`config.mk`:
```
export PLATFORM = sky130hd
export DESIGN_NAME = div_iter
export DESIGN_NICKNAME = d
export VERILOG_FILES = /design/src/rtl/div_iter.sv
export SDC_FILE = /design/constraint.sdc
export NUM_CORES = 1
export LEC_CHECK = 0
export CAP_MARGIN = 15
export CORE_MARGIN = 4
export CORE_UTILIZATION = 25
export DETAILED_ROUTE_END_ITERATION = 16
export SETUP_SLACK_MARGIN = 0.4
export SLEW_MARGIN = 20
export SYNTH_ARGS = -nofsm -noshare
export SYNTH_HDL_FRONTEND = slang
export SYNTH_SLANG_ARGS = --single-unit
```
`constraint.sdc`:
```
create_clock -name clk -period 8.1 [get_ports clk]
set_clock_uncertainty 0.05 [all_clocks]
set_input_delay 1.62 -clock clk [delete_from_list [all_inputs] [get_ports clk]]
set_output_delay 1.62 -clock clk [all_outputs]
set_load 0.01 [all_outputs]
```
`src/rtl/div_iter.sv`:
```
// Iterative 32-bit restoring divider for DIV/DIVU/REM/REMU.
// One quotient bit per cycle; shares the go/done handshake of the multiplier.
module div_iter (
  input  logic        clk,
  input  logic        reset_n,
  input  logic        go,
  input  logic        sign,
  input  logic [31:0] dividend,
  input  logic [31:0] divisor,
  output logic        done,
  output logic [31:0] quotient,
  output logic [31:0] remainder
);

  localparam logic [5:0] PH_LOAD = 6'd0;
  localparam logic [5:0] PH_FIX  = 6'd33;

  logic [5:0]  phase_q, phase_d;
  logic        negq_q, negq_d;
  logic        negr_q, negr_d;
  logic        dz_q, dz_d;
  logic [31:0] q_q, q_d;
  logic [31:0] d_q, d_d;
  logic [31:0] r_q, r_d;
  logic [31:0] dvd_q, dvd_d;
  logic [31:0] quo_q, quo_d;
  logic [31:0] rem_q, rem_d;

  logic [32:0] t;
  logic        fix;
  logic [31:0] quo_fix, rem_fix;
  logic [31:0] a_mag, b_mag;

  always_comb begin
    phase_d = phase_q;
    negq_d  = negq_q;
    negr_d  = negr_q;
    dz_d    = dz_q;
    q_d     = q_q;
    d_d     = d_q;
    r_d     = r_q;
    dvd_d   = dvd_q;
    quo_d   = quo_q;
    rem_d   = rem_q;

    a_mag = (sign & dividend[31]) ? -dividend : dividend;
    b_mag = (sign & divisor[31])  ? -divisor  : divisor;
    // Trial subtract; bit 32 set means the shifted remainder was smaller.
    t = {r_q, q_q[31]} - {1'b0, d_q};

    fix     = go && (phase_q == PH_FIX);
    quo_fix = dz_q ? 32'hFFFF_FFFF : (negq_q ? -q_q : q_q);
    rem_fix = dz_q ? dvd_q : (negr_q ? -r_q : r_q);

    if (!go) begin
      phase_d = PH_LOAD;
    end else if (phase_q == PH_LOAD) begin
      negq_d  = sign & (dividend[31] ^ divisor[31]);
      negr_d  = sign & dividend[31];
      dz_d    = (divisor == 32'd0);
      q_d     = a_mag;
      d_d     = b_mag;
      r_d     = 32'd0;
      dvd_d   = dividend;
      phase_d = phase_q + 6'd1;
    end else if (phase_q == PH_FIX) begin
      quo_d   = quo_fix;
      rem_d   = rem_fix;
      phase_d = PH_LOAD;
    end else begin
      if (!t[32]) begin
        r_d = t[31:0];
        q_d = {q_q[30:0], 1'b1};
      end else begin
        r_d = {r_q[30:0], q_q[31]};
        q_d = {q_q[30:0], 1'b0};
      end
      phase_d = phase_q + 6'd1;
    end

    done      = reset_n & fix;
    quotient  = done ? quo_fix : quo_q;
    remainder = done ? rem_fix : rem_q;
  end

  always_ff @(posedge clk) begin
    if (!reset_n) begin
      phase_q <= PH_LOAD;
      negq_q  <= 1'b0;
      negr_q  <= 1'b0;
      dz_q    <= 1'b0;
      q_q     <= 32'd0;
      d_q     <= 32'd0;
      r_q     <= 32'd0;
      dvd_q   <= 32'd0;
      quo_q   <= 32'd0;
      rem_q   <= 32'd0;
    end else begin
      phase_q <= phase_d;
      negq_q  <= negq_d;
      negr_q  <= negr_d;
      dz_q    <= dz_d;
      q_q     <= q_d;
      d_q     <= d_d;
      r_q     <= r_d;
      dvd_q   <= dvd_d;
      quo_q   <= quo_d;
      rem_q   <= rem_d;
    end
  end

endmodule

```
==> summary.txt <==
Logic synthesis
  – Yosys reg bits: 201
  – Syn Area/Cell: about 7.5 sq um
  – Top cells by count, synth: nand2_1 (262), dfxtp_1 (201), nor2_1 (179), a21oi_1 (168), o21ai_0 (150)
  – Syn nets: 1,818
  – Area leader, netlist: dfxtp_1
  – Most common cell in the synthesized netlist: nand2_1
  – Sequential share of the synthesized area: 31.5%
  – Number of synthesized flops with an enable pin: 0
  – FFs w/ async S/R, synth: 0%
  – Synth warnings: 0
  – Post-synthesis cell area: around 13,000 sq um
  – Post-synth top flop: dfxtp_1
  – Gate Count Post-Synth: 1,710
  – Ranking of synthesized cells by area: dfxtp_1 (31%), nand2_1 (7.7%), a21oi_1 (6.6%)
  – Synth top area share: between 30% and 40%
  – Synth cell types: 65

Drt
  – Routed WL per cell: roughly 17 microns
  – DRT antenna net count: 0
  – Detailed-route via count: 12,215
  – Initial DRT Pass Iterations: 5
  – Iteration-0 DRC Markers: slightly below 1,000
  – WL final: roughly 41,000 microns
  – Via density: a little under 5
  – Drt drc: 0

Power and ir drop
  – VDD IR-drop max: 0.143 mV
  – Power Density: about 180 nW/um^2
  – Leakage Power: 5.84 nW
  – Total power after layout: 2.75 mW

STA
  – Period utilisation layout: 75.4%
  – Setup TNS: 0 ns
  – Fin. max-slew vios: 0
  – Minimum clock period: 6.11 ns
  – Fmax: 0.164 GHz
  – Final hold vios: 0
  – Max_slew headroom: 24.6%
  – # setup viols final: 0
  – RSZ-0062 raised after global routing: no
  – Worst Max-Slew Pin Slew: between 1 and 1.5 ns

Hold path
  – Worst Min Path Start: rem_q[20]
  – Hold path depth: 2
  – Hold EP: rem_q[20]
  – Hold WC Path Type: register to register

Critical path
  – Crit Path Class: input pin to output port
  – R2R cell count: 11
  – CP max-delay cell: clkdlybuf4s50_1
  – WP data arrival: around 4.4 ns
  – Most used cell, CP: buf_4
  – Startpoint Class: input pin
  – Max FO, Critical Path: 73
  – WP data required: 6.43 ns
  – FF-to-FF End: r_q[23]
  – Worst R2R Start: q_q[31]
  – CP peak stage delay: 0.50 ns
  – Flop2flop setup slack: 3.67 ns
  – CP Cell Sequence: clkdlybuf4s50_1 > buf_4 > nand2_2 > buf_4 > inv_1 > buf_4 > mux2_2 > clkdlybuf4s50_1
  – Worst Setup End Kind: output port

Global route
  – Vias in the first global route: 11,310
  – Largest net degree at the start of global routing: 97
  – Wire length of the first global-routing pass: 64,100 microns
  – Total congestion overflow: 0
  – Gr usage total: 14.4%
  – Initial antenna violation count: 6

Clock tree
  – Worst skew pair latency: 0.55 ns
  – TritonCTS Buffers: 26
  – Clock slew at reported path FFs: approximately 0.06 ns
  – # hold bufs at CTS: 0
  – Post-CTS setup buffers: 0
  – Clock Path Buffers: 3
  – CTS tree: built
  – Clock sinks: about 200
  – H-Tree Depth: 1
  – # resized after CTS: 0
  – Root Buffer: clkbuf_16

Cells and area
  – Nets: 1,876
  – Final Util: a little under a third
  – Layout cells sized above 1: 6.49%
  – Synthesis-to-finish area growth: 22.1%

Floorplanning
  – Chip width: 234 microns
  – Die Ht: 234 microns
  – Die area: 54,800 sq um
  – Top Ports: 133
  – Core area: about 50,000 sq um
  – Row cnt: 82
  – Initial core utilization: 25.4%

Outcome
  – Status: finished clean

Placement
  – Gpl congestion: 0.879
  – IO Port Bufs: 132
  – DP HPWL: between 30,000 and 40,000 microns

Job
  – Max_cap viols: 0
==> worst max-delay path, delay by kind of cell <==
family	cells	cell delay [ns]
buffers and inverters	6	2.30
multiplexers	1	0.42
AND/OR/NAND/NOR	1	0.07
==> kinds of logic after synthesis <==
group                    after synthesis  synth area share, %
flip-flops                           201                 31.5
AO/OA/AOI/OAI                        507                 24.7
buffers and inverters                173                 5.10
AND/OR/NAND/NOR                      607                 21.6
adder cells (fa/ha/maj)               40                 3.98
XOR/XNOR                             144                 9.87
multiplexers                          38                 3.28
==> registers in the layout, summed over array words and instances, names as in the netlist <==
name and flops:
d_q 32, dvd_q 32, q_q 32, quo_q 32, r_q 32, rem_q 32
phase_q 6, dz_q 1, negq_q 1, negr_q 1
==> stage by stage <==
stage / worst slack [ns] / cells / cell area [sq um] / hold WS [ns]
4_1_cts: 1.96 / 2459 / 15600 / 0.404
3_5_place_dp: 1.95 / 2412 / 14600 / 0.396
6_report: 1.99 / 2461 / 15600 / 0.404
5_1_grt: 1.79 / 2460 / 15600 / 0.426
3_3_place_gp: 1.97 / 2412 / 14600 / 0.388
2_1_floorplan: 3.09 / 1710 / 12800 / 0.375
==> where the power goes <==
group,internal (mW),switching [mW],total (mW)
registers,1.03,0.0372,1.07
logic,0.164,0.254,0.418
clock network,0.802,0.463,1.27
total,1.99,0.754,2.75
==> area by class of cell <==
class	count	area, sq um
antenna	2	5.00
clock buffer	34	741
clock inverter	13	209
fill	5309	34800
inverter	57	216
multi-input combinational	1336	8130
sequential	201	4030
tap	672	841
timing repair buffer	146	1430
==> layer usage <==
metal | part of all wire [%] | global-route usage (%) | wire length (microns) | vias up
met5 | 0.082 | 0 | 34 | -
li1 | - | - | - | 6151
met4 | 2.4 | 3.81 | 1010 | 6
met2 | 44 | 22.8 | 18300 | 390
met1 | 46 | 20.2 | 18900 | 5610
met3 | 7.8 | 2.75 | 3220 | 58
==> worst max-delay path by stage <==
| stage | start | endpoint | slack (ns) | cells past startpoint |
|---|---|---|---|---|
| CTS | reset_n | remainder[2] | 1.96 | 8 |
| global placement | reset_n | remainder[2] | 1.97 | 8 |
| floorplan | go | remainder[20] | 3.09 | 7 |
| detailed placement | reset_n | remainder[2] | 1.95 | 8 |
| global route | reset_n | remainder[2] | 1.79 | 8 |
| finish | reset_n | remainder[2] | 1.99 | 8 |
==> cells in the final DEF (no fill, tap or decap), types with 29 or more instances in the layout <==
| master | synthesis | layout |
|---|---|---|
| nand2_1 | 262 | 260 |
| nor2_1 | 179 | 177 |
| a211oi_1 | 61 | 61 |
| mux2_2 | 31 | 31 |
| inv_1 | 56 | 56 |
| clkdlybuf4s50_1 | 0 | 132 |
| xor2_1 | 80 | 80 |
| a21oi_1 | 168 | 168 |
| ha_1 | 39 | 39 |
| a221o_1 | 29 | 29 |
| xnor2_1 | 64 | 64 |
| nor3_1 | 30 | 29 |
| o21ai_0 | 150 | 150 |
| dfxtp_1 | 201 | 200 |
Note: power is estimated with default switching activity, not from simulation.
